`config.mk`:
```
export PLATFORM = sky130hd
export DESIGN_NAME = sprite_blitter_flat
export DESIGN_NICKNAME = d
export VERILOG_FILES = /design/src/rtl/sprite_blitter_if.sv /design/src/rtl/sprite_blitter.sv /design/src/flat_wrapper.sv
export SDC_FILE = /design/constraint.sdc
export NUM_CORES = 1
export LEC_CHECK = 0
export ABC_CLOCK_PERIOD_IN_PS = 3200
export BUFFER_PORTS_ARGS = -buffer_cell sky130_fd_sc_hd__buf_2
export CORE_MARGIN = 8
export CORE_UTILIZATION = 56
export DETAILED_ROUTE_END_ITERATION = 10
export PLACE_DENSITY = 0.91
export RECOVER_POWER = 50
export SKIP_CTS_REPAIR_TIMING = 1
export SLEW_MARGIN = 20
export SYNTH_ARGS = -nofsm -noshare
export SYNTH_HDL_FRONTEND = slang
export SYNTH_SLANG_ARGS = --single-unit
```
`constraint.sdc`:
```
create_clock -name clk -period 3.2 [get_ports clk]
set_input_delay 0.16 -clock clk [delete_from_list [all_inputs] [get_ports clk]]
set_output_delay 0.16 -clock clk [all_outputs]
set_load 0.03 [all_outputs]
```
`src/rtl/sprite_blitter_if.sv`:
```
// Bundles the sprite blitter's command, sprite ROM and frame-buffer write signals.
// The master side is the blitter. The slave side is the scene controller, ROM and frame buffer.
interface sprite_blitter_if;
    logic        start;
    logic [8:0]  pos_x;
    logic [7:0]  pos_y;
    logic [5:0]  sprite_w;
    logic [5:0]  sprite_h;
    logic [16:0] pixel;
    logic [15:0] color;
    logic [16:0] fb_addr;
    logic [15:0] fb_data;
    logic        fb_we;
    logic        fb_ready;
    logic        busy;
    logic        done;

    modport master (
        input  start, pos_x, pos_y, sprite_w, sprite_h, color, fb_ready,
        output pixel, fb_addr, fb_data, fb_we, busy, done
    );

    modport slave (
        output start, pos_x, pos_y, sprite_w, sprite_h, color, fb_ready,
        input  pixel, fb_addr, fb_data, fb_we, busy, done
    );
endinterface

```
`src/rtl/sprite_blitter.sv`:
```
// Copies one sprite from ROM into an RGB565 frame buffer at a screen position.
// Transparent-key pixels and off-screen pixels are skipped. Each pixel uses one FETCH cycle and one WRITE cycle.
module sprite_blitter #(
    parameter int          SCREEN_W    = 320,
    parameter int          SCREEN_H    = 240,
    parameter logic [15:0] TRANSPARENT = 16'hFFFF
) (
    input logic              clk,
    input logic              reset,
    sprite_blitter_if.master bus
);
    typedef enum logic [1:0] {IDLE, FETCH, WRITE, DONE} state_t;

    localparam logic [9:0] SW = 10'(SCREEN_W);
    localparam logic [8:0] SH = 9'(SCREEN_H);

    state_t      state, state_nx;
    logic [8:0]  px_q;
    logic [7:0]  py_q;
    logic [5:0]  w_q, h_q;
    logic [5:0]  row, col;
    logic [16:0] idx;
    logic [15:0] col_q;
    logic [9:0]  x_q;
    logic [8:0]  y_q;
    logic        wr, adv, row_end, last;

    // The target coordinates are one bit wider than the screen bounds, so clipping never sees a wrapped value.
    assign wr      = (col_q != TRANSPARENT) && (x_q < SW) && (y_q < SH);
    assign adv     = (state == WRITE) && (!wr || bus.fb_ready);
    assign row_end = (col == w_q - 6'd1);
    assign last    = row_end && (row == h_q - 6'd1);

    assign bus.pixel   = idx;
    assign bus.fb_we   = (state == WRITE) && wr;
    assign bus.fb_addr = 17'(y_q) * 17'(SCREEN_W) + 17'(x_q);
    assign bus.fb_data = col_q;
    assign bus.busy    = (state != IDLE);
    assign bus.done    = (state == DONE);

    always_ff @(posedge clk or posedge reset) begin
        if (reset) state <= IDLE;
        else       state <= state_nx;
    end

    always_comb begin
        state_nx = state;
        case (state)
            IDLE:  if (bus.start)
                       state_nx = (bus.sprite_w == 6'd0 || bus.sprite_h == 6'd0) ? DONE : FETCH;
            FETCH: state_nx = WRITE;
            WRITE: if (adv) state_nx = last ? DONE : FETCH;
            DONE:  state_nx = IDLE;
            default: state_nx = IDLE;
        endcase
    end

    always_ff @(posedge clk or posedge reset) begin
        if (reset) begin
            px_q  <= '0;
            py_q  <= '0;
            w_q   <= '0;
            h_q   <= '0;
            row   <= '0;
            col   <= '0;
            idx   <= '0;
            col_q <= '0;
            x_q   <= '0;
            y_q   <= '0;
        end else begin
            if (state == IDLE && bus.start) begin
                px_q <= bus.pos_x;
                py_q <= bus.pos_y;
                w_q  <= bus.sprite_w;
                h_q  <= bus.sprite_h;
                row  <= '0;
                col  <= '0;
                idx  <= '0;
            end
            if (state == FETCH) begin
                col_q <= bus.color;
                x_q   <= {1'b0, px_q} + 10'(col);
                y_q   <= {1'b0, py_q} + 9'(row);
            end
            if (adv) begin
                idx <= idx + 17'd1;
                if (row_end) begin
                    col <= '0;
                    row <= row + 6'd1;
                end else begin
                    col <= col + 6'd1;
                end
            end
        end
    end
endmodule

```
`src/flat_wrapper.sv`:
```
// flat-port wrapper written by rule: the top's interface ports become plain ports
module sprite_blitter_flat 
#(
    parameter int          SCREEN_W    = 320,
    parameter int          SCREEN_H    = 240,
    parameter logic [15:0] TRANSPARENT = 16'hFFFF
)
  (clk, reset, bus_start, bus_pos_x, bus_pos_y, bus_sprite_w, bus_sprite_h, bus_color, bus_fb_ready, bus_pixel, bus_fb_addr, bus_fb_data, bus_fb_we, bus_busy, bus_done);
  sprite_blitter_if bus_i ();
  input logic clk;
  input logic reset;
  input wire logic [$bits(bus_i.start)-1:0] bus_start;
  input wire logic [$bits(bus_i.pos_x)-1:0] bus_pos_x;
  input wire logic [$bits(bus_i.pos_y)-1:0] bus_pos_y;
  input wire logic [$bits(bus_i.sprite_w)-1:0] bus_sprite_w;
  input wire logic [$bits(bus_i.sprite_h)-1:0] bus_sprite_h;
  input wire logic [$bits(bus_i.color)-1:0] bus_color;
  input wire logic [$bits(bus_i.fb_ready)-1:0] bus_fb_ready;
  output wire logic [$bits(bus_i.pixel)-1:0] bus_pixel;
  output wire logic [$bits(bus_i.fb_addr)-1:0] bus_fb_addr;
  output wire logic [$bits(bus_i.fb_data)-1:0] bus_fb_data;
  output wire logic [$bits(bus_i.fb_we)-1:0] bus_fb_we;
  output wire logic [$bits(bus_i.busy)-1:0] bus_busy;
  output wire logic [$bits(bus_i.done)-1:0] bus_done;
  assign bus_i.start = bus_start;
  assign bus_i.pos_x = bus_pos_x;
  assign bus_i.pos_y = bus_pos_y;
  assign bus_i.sprite_w = bus_sprite_w;
  assign bus_i.sprite_h = bus_sprite_h;
  assign bus_i.color = bus_color;
  assign bus_i.fb_ready = bus_fb_ready;
  assign bus_pixel = bus_i.pixel;
  assign bus_fb_addr = bus_i.fb_addr;
  assign bus_fb_data = bus_i.fb_data;
  assign bus_fb_we = bus_i.fb_we;
  assign bus_busy = bus_i.busy;
  assign bus_done = bus_i.done;
  sprite_blitter #(.SCREEN_W(SCREEN_W), .SCREEN_H(SCREEN_H), .TRANSPARENT(TRANSPARENT)) u_core (.clk(clk), .reset(reset), .bus(bus_i));
endmodule
```
**Yosys cells after proc, flatten, opt, wreduce, memory -nomap -nowiden**

Index checks and enable logic that the tools add are counted.
Widths: inputs -> output; s select.

- Bits in registers: 95
- Input bits: 49
- Output and inout port bits: 53
- Word-level logic and storage cells: 58

- $add $sub $neg: 8
- Multiply operators: 1
- Order comparisons: 2
- Equality and inequality tests: 8
- Multiplexer cells: 13
- Reductions and logical operators: 15

Operators by type and width:

| kind | count |
|---|---|
| $mux 6 | 6 |
| $mux 17 | 2 |
| $add 17x1->17 const B | 1 |
| $add 17x10->17 | 1 |
| $ne 16x16->1 const B | 1 |
| $add 6x1->6 const B | 2 |
| $eq 6x6->1 | 2 |
| $logic_not 6->1 | 2 |
| $sub 6x1->6 const B | 2 |
| $mul 9x3->11 const B | 1 |
| $add 9x6->10 | 1 |
| $lt 10x9->1 const B | 1 |
| $add 8x6->9 | 1 |
| $lt 9x8->1 const B | 1 |
| $mux 2 | 4 |
| $pmux 2 s4 | 1 |
| $logic_and 1x1->1 | 6 |
| $eq 2x2->1 const B | 2 |
| $reduce_bool 2->1 | 2 |
| $eq 2x1->1 const B | 1 |
| $logic_not 2->1 | 1 |
| $logic_or 1x1->1 | 2 |
| $ne 2x1->1 const B | 1 |
| $ne 2x2->1 const B | 1 |
| 2 further kinds | 2 |

**Depth between registers and ports, before layout**

Gate-level depths: netlist of run 1.

- Word-level depth: 8
- Depth in mapped cells: 10
- Depth with buffers taken out: 10

**Worst setup path before layout of run 1**

No wires, ideal clock.

- Path type: reg2out
- Start: reg u_core.y_q[1]
- End: out bus_fb_addr[16]
- Data arrival time: 2.827 ns
- Required time: 3.040 ns
- Slack: 0.213 ns
- Stages on the path, launching flop included: 11
- Buffers on the path: 0
- Path through: dfrtp_1 -> ha_1 -> ha_1 -> fa_1 -> a21o_1 -> a21oi_1 -> xnor2_1 -> and3_1 -> nand3_1 -> xor2_1 -> xnor2_1

- Longest elaborated chain between the ends: 2

RTL lines:

| element | line | RTL |
|---|---|---|
| start, declared | sprite_blitter.sv:25 | `logic [8:0] y_q;` |
| start signal, assigned | sprite_blitter.sv:83 | `y_q <= {1'b0, py_q} + 9'(row);` |
| $mul 9x3->11 | sprite_blitter.sv:36 | `assign bus.fb_addr = 17'(y_q) * 17'(SCREEN_W) + 17'(x_q);` |
| $add 17x10->17 | sprite_blitter.sv:36 |  |
| end, declared | flat_wrapper.sv:20 | `output wire logic [$bits(bus_i.fb_addr)-1:0] bus_fb_addr;` |

Every way passes these cells.

**Worst setup path after layout of run 1**

- Start: reg u_core.y_q[3]
- End: out bus_fb_addr[16]

Same word-level chain as after synthesis.

==> qor.yml, run 1 <==
power_and_ir_drop:
  p_seq_share_pct: 32.3
  p_sw_mw: 2.88
  leakage_nw: 3.12
  p_comb_share_pct: 53.0
  p_per_area_nw_per_um2: 963
  internal-power_mw: 3.28
  ir_drop_uv: 628
  clockPowerShare_pct: 14.6
  switching_share_pct: 46.8
clocking:
  path_clk_slew_ns: 0.09
  cts_tree: "done"
  cts_buffers: 9
  clk-insertion-delay-late_ns: 0.38
  cts.sinks: 95
  clk_path_buf_depth: 2
  root_buffer: "clkbuf_8"
  h-tree-depth: 3
synthesis:
  synthXorXnorAreaFrac_pct: 7.29
  syn-cell-area_um2: 5410
  synth_compound_area_share_pct: 12.1
  syn_inst: 579
  ys_ff_latch: 95
  synthArstFlopShare_pct: 100
  avgSynthCellArea_um2: 9.34
  syn_nets: 667
  yosysTopAreaCell: "dfrtp_1"
  yosys.area.top_type_share_pct: 44.0
  synth_top_family_by_area: "simple AND/OR/NAND/NOR gates"
  seq_area_frac_synth_pct: 44.0
  synth_cell_types: 47
  yosys.area_share.simple_pct: 18.1
  synthMuxAreaShare_pct: 4.70
  synth_edf_count: 0
  synthFlopType: "dfrtp_1"
  yosys_warnings: 0
  synth-adder-area-share_pct: 9.58
  synth_area_leaders: "dfrtp_1, nand2_1, ha_1, o21ai_0, xnor2_1"
sta:
  period_minus_slack_ns: 3.14
  relSlewSlack_pct: -28.9
  tightest_slew_ns: 1.92
  final_max_slew_viol_count: 46
  period_share_pct: 98.3
  finalClockSkew_ns: 0.0143
  setup_viol: 0
  tns_ns: 0
  finalHoldViolations: 3
  max_freq_mhz: 318
  hold_ws_ns: -0.0224
die:
  die-area_um2: 13100
  rows: 36
  die_h_um: 114
  die_x_um: 114
  initial_utilization_pct: 56.6
  core-area_um2: 9550
  io_pins: 102
outcome:
  outcome: "finished, violations left"
  violations: "hold timing, capacitance limit, slew limit"
route:
  ant_nets: 0
  firstDrtPassIters: 4
  viasPerCell: 5.47
  drt_iter0_markers: 168
  routed_wirelength_um: 12800
  wl_per_cell_um: 15.5
  vias: 4510
  drc: 0
critical_path:
  cp_cell_sequence: "ha_4, ha_4, fa_2, a21o_1, a21oi_2, xnor2_2, and3_4, nand3_1, xor2_1, xnor2_1, buf_4"
  cpPeakStageDelay_ns: 0.44
  critPathKind: "register to output pin"
  cpMostUsedCell: "ha_4"
  slowest_stage: "dfrtp_1"
  crit_path_start_kind: "register"
  critPathCaptureType: "output pin"
  cp_max_fo: 3
  cp.arrival_ns: 2.98
  crit_required_ns: 3.04
grt:
  grt_start_max_net_pins: 53
  grt_overflow_total: 0
  grt_pass1_vias: 4611
  grt_antenna_before_repair: 0
  grt_pass1_wl_um: 21100
  track_usage_pct: 20.0
placement:
  detailed_place_hpwl_um: 9380
  portBuffers: 101
  place_congestion: 0.823
cells_and_area:
  diodes: 0
  ff_latch_area_um2: 2380
  fill_cells: 801
  nets: 774
  drive_gt1_share_pct: 18.2
  multi_input_area_um2: 2880
  area_growth_pct: 18.3
flow_run:
  maxCapViolCount: 1
worst_hold_path:
  hp-class: "input port to register"
==> kinds of logic after synthesis <==
kind of cell | count (synthesis)
simple gates | 216
compound gates | 109
flops | 95
buf+inv | 52
xor+xnor | 45
fa+ha+maj | 39
mux | 23
==> through the flow <==
| stage | power (mW) | instances | area, um^2 | setup WS [ns] | util (%) |
|---|---|---|---|---|---|
| floorplan | 4.33 | 579 | 5410 | 0.213 | - |
| global placement | 4.92 | 791 | 5980 | 0.334 | 62.7 |
| detailed placement | 5.11 | 791 | 5980 | 0.238 | 62.7 |
| CTS | 6.03 | 807 | 6210 | -0.200 | 65.0 |
| global route | 6.61 | 824 | 6390 | -0.0165 | 66.9 |
| finish | 6.15 | 824 | 6390 | 0.0556 | 66.9 |
==> cells in the final DEF (no fill, tap or decap), drive strengths merged, types with 5 or more instances in the layout <==
master       synthesis  final
a21o                12     12
nand3               17     17
nor2b                6      6
clkbuf              15     51
o31ai                5      5
a21oi               13     13
dfrtp               95     95
buf                 11     67
ha                  35     35
nand2              127    127
xnor2               27     27
mux2                19     19
and3                10     10
o21ai               60     60
nor3                 7      7
nand4               13     13
xor2                18     18
inv                 26     27
nor2                22     22
dlygate4sd3          0     13
==> power by group through the flow <==
| stage | combinational [mW] | sequential [mW] | clock (mW) |
|---|---|---|---|
| after global placement | 2.96 | 1.96 | 0 |
| after detailed placement | 3.11 | 2.00 | 0 |
| after CTS | 3.14 | 1.98 | 0.913 |
| after floorplan | 2.20 | 2.14 | 0 |
| after global routing | 3.59 | 2.05 | 0.967 |
| final | 3.26 | 1.99 | 0.902 |
==> cell usage after synthesis (all sizes together), types with 5 or more instances <==
library cell,n
a21oi,13
o31ai,5
mux2,19
nand4,13
buf,11
inv,26
nor2b,6
clkbuf,15
ha,35
a21o,12
nor3,7
o21ai,60
nor2,22
and3,10
nand3,17
xnor2,27
xor2,18
dfrtp,95
nand2,127
==> flip-flops by register name, summed over array words and instances, names as in the netlist <==
signal	flops
u_core.row	6
u_core.x_q	10
u_core.bus.fb_data	16
u_core.h_q	6
u_core.px_q	9
u_core.bus.pixel	17
u_core.w_q	6
u_core.state	2
u_core.y_q	9
u_core.py_q	8
u_core.col	6
==> final cells by class <==
class / count / share of cell area (%)
Sequential cell: 95 / 37.2
Clock inverter: 7 / 1.62
Multi-Input combinational cell: 432 / 45.0
Timing Repair Buffer: 122 / 10.1
Tap cell: 133 / 2.60
Inverter: 26 / 1.55
Clock buffer: 9 / 1.94
==> worst paths after layout <==
kind                                start                   to  slack, ns  cells past startpoint
setup / recovery            u_core.y_q[3]      bus_fb_addr[16]       0.06                     11
hold / removal               bus_pos_y[0]       u_core.py_q[0]      -0.02                      3
setup reg to reg            u_core.col[0]        u_core.x_q[8]       0.71                     10
hold reg to reg            u_core.py_q[4]       u_core.py_q[4]       0.49                      2
max in group asynchronous           reset       u_core.py_q[5]       1.01                      4
min in group asynchronous           reset  u_core.bus.pixel[3]       0.81                      3
==> critical path: cells and delay by family (launching register included) <==
kind	cells	cell delay, ns
fa+ha+maj	3	0.89
xor+xnor	3	0.44
flops	1	0.44
compound gates	2	0.37
simple gates	2	0.29
buf+inv	1	0.18
==> per-layer routing <==
metal	part of all wire [%]	up-vias	GRT usage, %
li1	-	2191	-
met1	43	2140	24.2
met2	48	160	34.1
met3	7.7	19	4.38
met4	1.4	0	7.81
met5	0	-	0
Power figures use the tool's default switching activity.
==> run 2, diff against run 1 <==
--- a/config.mk
+++ b/config.mk
@@ -5,7 +5,7 @@
 export SDC_FILE = /design/constraint.sdc
 export NUM_CORES = 1
 export LEC_CHECK = 0
-export ABC_CLOCK_PERIOD_IN_PS = 3200
+export ABC_CLOCK_PERIOD_IN_PS = 3300
 export BUFFER_PORTS_ARGS = -buffer_cell sky130_fd_sc_hd__buf_2
 export CORE_MARGIN = 8
 export CORE_UTILIZATION = 56
==> constraint.sdc (replaced) <==
create_clock -name clk -period 3.3 [get_ports clk]
set_input_delay 0.165 -clock clk [delete_from_list [all_inputs] [get_ports clk]]
set_output_delay 0.165 -clock clk [all_outputs]
set_load 0.03 [all_outputs]
==> run 2 against run 1 <==
The run still ends with hold timing, capacitance limit, slew limit left. Flip-flop and latch count stayed put. Critical path type unchanged. Cell area is 1.8% lower. Routed wire length shrank 2.3%. Die area did not move. Critical path depth down 1. Cell count decreased by 0.85%. Combinational power down 6%. First-iteration DRC count up 36%. Setup slack improved by 0.075 ns. Utilization fell by 1.2 points.
==> qor.yml, run 2 (same netlist as run 1, synthesis figures left out) <==
outcome:
  violations: "hold timing, capacitance limit, slew limit"
  outcome: "finished, violations left"
grt:
  grt_pass1_wl_um: 20600
  track_usage_pct: 19.5
  grt_pass1_vias: 4574
  grt_antenna_before_repair: 0
  grt_start_max_net_pins: 54
  grt_overflow_total: 0
route:
  viasPerCell: 5.41
  routed_wirelength_um: 12500
  firstDrtPassIters: 5
  drc: 0
  ant_nets: 0
  vias: 4417
  wl_per_cell_um: 15.3
  drt_iter0_markers: 229
cells_and_area:
  nets: 767
  instances_no_fill: 817
  area_growth_pct: 16.2
  final_common_cell: "nand2_1"
  diodes: 0
  fill_cells: 798
  final_cell_mix: "nand2_1, dfrtp_1, o21ai_0"
  final_area_um2: 6280
  drive_gt1_share_pct: 17.4
  largest_reg_flops: 17
die:
  die_h_um: 114
  rows: 36
  die_x_um: 114
  initial_utilization_pct: 56.6
  core-area_um2: 9550
  die-area_um2: 13100
  io_pins: 102
sta:
  tightest_slew_ns: 2.25
  final_max_slew_viol_count: 54
  hold_ws_ns: -0.0111
  setup_viol: 0
  max_freq_mhz: 315
  finalHoldViolations: 4
  relSlewSlack_pct: -51.1
  tns_ns: 0
  period_share_pct: 96.1
  period_minus_slack_ns: 3.17
  finalClockSkew_ns: 0.00715
critical_path:
  cp.arrival_ns: 3.00
  cpPeakStageDelay_ns: 0.43
  critPathKind: "register to output pin"
  cp_max_fo: 3
  cp_cell_sequence: "ha_1, ha_1, a211oi_1, o21bai_1, a21oi_2, xnor2_1, nand3_1, xor2_1, xnor2_1, buf_4"
  slowest_stage: "dfrtp_1"
  crit_buf_inv: 1
  crit_required_ns: 3.13
  critPathCaptureType: "output pin"
  worst_path_dominant_cell_family: "adder cells"
  crit_path_start_kind: "register"
flow_run:
  maxCapViolCount: 1
power_and_ir_drop:
  fin_total_pwr_mw: 5.75
  p_per_area_nw_per_um2: 915
  leakage_nw: 3.06
  ir_drop_uv: 613
clocking:
  cts_buffers: 9
  clk-insertion-delay-late_ns: 0.37
  clk_path_buf_depth: 2
  root_buffer: "clkbuf_8"
  cts.sinks: 95
  h-tree-depth: 3
  path_clk_slew_ns: 0.10
  cts_tree: "done"
worst_hold_path:
  hp-class: "input port to register"
placement:
  dpl_cell_area_um2: 5980
  detailed_place_hpwl_um: 9220
  place_congestion: 0.822
  portBuffers: 101
  placed_cells: 791
==> run 2: cell types whose count changed in the layout (fill, tap and decap cells not counted), sizes merged <==
cell and change:
dlygate4sd3 -4, clkinvlp -2, clkbuf +1, clkinv +4, bufinv -2, buf -4
==> run 2: metal layers <==
metal / wire, um / vias up / global-route usage [%]
li1: - / 2167 / -
met1: 5410 / 2117 / 23.0
met5: 0 / - / 0
met4: 161 / 0 / 6.39
met2: 6090 / 121 / 33.4
met3: 866 / 12 / 5.33
==> run 2: worst reg2reg max path: cells and delay by family, from the launching register on <==
family	cells	cell delay (ns)
AO/OA/AOI/OAI	5	0.88
adder cells (fa/ha/maj)	2	0.62
flip-flops	1	0.47
XOR/XNOR	1	0.14
AND/OR/NAND/NOR	1	0.12
buffers and inverters	1	0.06
==> run 2: layout make-up <==
| type | count | area [um^2] | area share (%) |
|---|---|---|---|
| clock buffers | 9 | 124 | 1.97 |
| clock inverters | 7 | 66.3 | 1.06 |
| inverters | 26 | 98.8 | 1.57 |
| multi-input cells | 432 | 2870 | 45.7 |
| flip-flops and latches | 95 | 2380 | 37.9 |
| well taps | 133 | 166 | 2.65 |
| repair buffers | 115 | 578 | 9.21 |
==> run 2: worst paths after layout <==
path	startpoint	to	slack, ns	cells after the start
max	u_core.y_q[2]	bus_fb_addr[16]	0.13	10
max in group asynchronous	reset	u_core.x_q[8]	0.73	4
min in group asynchronous	reset	u_core.bus.pixel[4]	0.93	3
max reg2reg	u_core.col[0]	u_core.x_q[8]	0.87	10
min	bus_pos_y[6]	u_core.py_q[6]	-0.01	3
min reg2reg	u_core.x_q[3]	u_core.x_q[3]	0.49	2
==> run 2: power breakdown <==
part	switching (mW)	total [mW]	internal [mW]
sequential	0.364	1.93	1.56
clock	0.455	0.746	0.291
combinational	1.95	3.07	1.12
==> run 2: metrics by stage <==
step                hold WS, ns  util [%]  setup slack (ns)
finish                  -0.0111      65.7             0.130
global route           -0.00133      65.7           -0.0333
CTS                     -0.0421      64.6           -0.0929
global placement          0.357      62.7             0.429
detailed placement        0.365      62.7             0.332
floorplan                 0.270         -             0.308
==> run 3, diff against run 2 <==
--- a/config.mk
+++ b/config.mk
@@ -5,12 +5,13 @@
 export SDC_FILE = /design/constraint.sdc
 export NUM_CORES = 1
 export LEC_CHECK = 0
+export ABC_AREA = 1
 export ABC_CLOCK_PERIOD_IN_PS = 3300
 export BUFFER_PORTS_ARGS = -buffer_cell sky130_fd_sc_hd__buf_2
 export CORE_MARGIN = 8
-export CORE_UTILIZATION = 56
+export CORE_UTILIZATION = 57
 export DETAILED_ROUTE_END_ITERATION = 10
-export PLACE_DENSITY = 0.91
+export PLACE_DENSITY = 0.92
 export RECOVER_POWER = 50
 export SKIP_CTS_REPAIR_TIMING = 1
 export SLEW_MARGIN = 20
==> run 3 against run 2 <==
The run still ends with hold timing, capacitance limit, slew limit left. Largest power group unchanged. Utilization shrank 0.85 points. Flip-flop and latch count is the same. Cell count grew 24%. Sequential share of layout area shrank 1.9 points. Synthesized cell count grew 34%. Register-to-register slack gained 0.25 ns. Largest cell class unchanged. Worst hold slack gained 0.0021 ns. Global-route usage grew 0.26 points. Maximum frequency grew 3.1%. Clock skew grew 0.0049 ns. Highest routed layer unchanged.
==> qor.yml, run 3 <==
outcome:
  outcome: "finished, violations left"
  violations: "hold timing, capacitance limit, slew limit"
synthesis:
  synth_cell_types: 40
  synthArstFlopShare_pct: 100
  synth.most_common_cell: "nand2_1"
  yosys.area.top_type_share_pct: 40.3
  synthFlopType: "dfrtp_1"
  yosys_warnings: 0
  syn_inst: 775
  seq_area_frac_synth_pct: 40.3
  synth_area_leaders: "dfrtp_1, nand2_1, ha_1, nand3_1, inv_1"
  syn-cell-area_um2: 5900
  synth_edf_count: 0
  yosysTopAreaCell: "dfrtp_1"
  synth_commonest_cells: "nand2_1, dfrtp_1, inv_1"
  ys_ff_latch: 95
  avgSynthCellArea_um2: 7.62
  syn_nets: 863
grt:
  busiest_layer: "met2"
  grt_pass1_wl_um: 23200
  grt_overflow_total: 0
  grt_start_max_net_pins: 59
  grt_pass1_vias: 5216
  track_usage_pct: 19.7
  use_met3_pct: 2.78
  grt.met1_usage_pct: 23.3
  grt_antenna_before_repair: 0
  grt_use_met2_pct: 34.7
clocking:
  h-tree-depth: 3
  cts_buffers: 9
  clk_path_buf_depth: 2
  clk-insertion-delay-late_ns: 0.36
  path_clk_slew_ns: 0.09
  root_buffer: "clkbuf_8"
  cts_tree: "done"
  cts.sinks: 95
placement:
  dpl_cell_area_um2: 6470
  placed_cells: 993
  portBuffers: 101
  place_ws_ns: 0.620
  detailed_place_hpwl_um: 10500
  place_congestion: 0.857
sta:
  max_freq_mhz: 325
  finalWorstSetupSlack_ns: 0.225
  finalHoldViolations: 10
  relSlewSlack_pct: -41.2
  final_max_slew_viol_count: 59
  finalClockSkew_ns: 0.0121
  hold_ws_ns: -0.00893
  tightest_slew_ns: 2.12
  period_minus_slack_ns: 3.07
  tns_ns: 0
  rsz0062_at_grt: "false"
  setup_viol: 0
  period_share_pct: 93.2
cells_and_area:
  final_area_um2: 6610
  nets: 959
  final_core_util_pct: 64.9
  area_growth_pct: 12.0
  diodes: 0
  final_cell_mix: "nand2_1, dfrtp_1, inv_1"
  largest_reg_flops: 17
  ff_latch_area_um2: 2380
  fill_cells: 873
  instances_no_fill: 1010
  multi_input_area_um2: 3080
  final_common_cell: "nand2_1"
  drive_gt1_share_pct: 12.2
route:
  routed_wirelength_um: 13700
  viasPerCell: 5.30
  drt_iter0_markers: 372
  firstDrtPassIters: 5
  wl_per_cell_um: 13.5
  drc: 0
  ant_nets: 0
  vias: 5356
critical_path:
  crit_buf_inv: 2
  cp_max_fo: 4
  critPathKind: "register to output pin"
  slowest_stage: "fa_1"
  cp.arrival_ns: 2.91
  cpPeakStageDelay_ns: 0.57
  cp_cell_sequence: "ha_1, ha_1, fa_1, nand2_1, inv_1, nand4_1, nand2_1, nand2_1, nor2_1, xor2_1, buf_2"
  cpMostUsedCell: "nand2_1"
  critPathCaptureType: "output pin"
  worst_path_dominant_cell_family: "adder cells"
  ff2ff_setup_slack_ns: 1.12
  crit_required_ns: 3.13
  crit_path_start_kind: "register"
die:
  rows: 37
  core-area_um2: 10200
  die_x_um: 118
  die-area_um2: 13900
  initial_utilization_pct: 57.9
  die_h_um: 118
  io_pins: 102
worst_hold_path:
  hp-class: "input port to register"
flow_run:
  maxCapViolCount: 1
power_and_ir_drop:
  ir_drop_uv: 691
  leakage_nw: 3.51
  p_per_area_nw_per_um2: 897
## run 3: power by group
part	internal, mW	switching (mW)
Sequential	1.57	0.344
Clock	0.290	0.399
Combinational	1.04	2.29
Total	2.90	3.03
## run 3: path summary, 6_finish.rpt
| check | from | end | depth (start not counted) |
|---|---|---|---|
| max in group asynchronous | reset | u_core.y_q[3] | 4 |
| worst max-delay path | u_core.y_q[1] | bus_fb_addr[13] | 11 |
| worst min-delay path | bus_color[12] | u_core.bus.fb_data[12] | 3 |
| worst min register to register | u_core.x_q[2] | u_core.x_q[2] | 2 |
| worst max register to register | u_core.bus.fb_data[14] | u_core.row[0] | 10 |
| min in group asynchronous | reset | u_core.bus.pixel[7] | 3 |
## run 3: worst register-to-register path: stages (launching register included)
cell and delay [ns]:
dfrtp_1 0.39, nand4_1 0.11, nor2_1 0.16, nand2_1 0.14
nand3b_1 0.15, nand2_2 0.28, inv_1 0.46, nand2_2 0.18
inv_2 0.13, nand2_1 0.05, nand2_1 0.06
## run 3: routing by layer
| layer | routed length [um] | up-vias |
|---|---|---|
| li1 | - | 2681 |
| met1 | 5860 | 2490 |
| met2 | 6820 | 147 |
| met3 | 541 | 38 |
| met4 | 430 | 0 |
| met5 | 0 | - |
## run 3: cell families (layout without fill, tap and decap cells)
group	count (synthesis)	after routing	share of synthesized area [%]
flops	95	95	40.3
compound gates	74	74	7.00
fa+ha+maj	39	39	8.78
buf+inv	104	203	7.57
mux	1	1	0.170
simple gates	427	427	30.9
xor+xnor	35	35	5.32
## run 3: cell type report
class	instances	share of cell area (%)
Multi-Input combinational cell	576	46.5
Sequential cell	95	36.0
Timing Repair Buffer	108	7.76
Inverter	81	4.60
Tap cell	136	2.57
Clock buffer	10	2.08
Clock inverter	4	0.492
## run 3: per-stage QoR
step | hold slack, ns | power, mW
after CTS | -0.0165 | 5.99
final | -0.00893 | 5.93
after global routing | 0.00237 | 6.43
after floorplan | 0.282 | 4.50
after detailed placement | 0.369 | 5.29
after global placement | 0.365 | 5.18
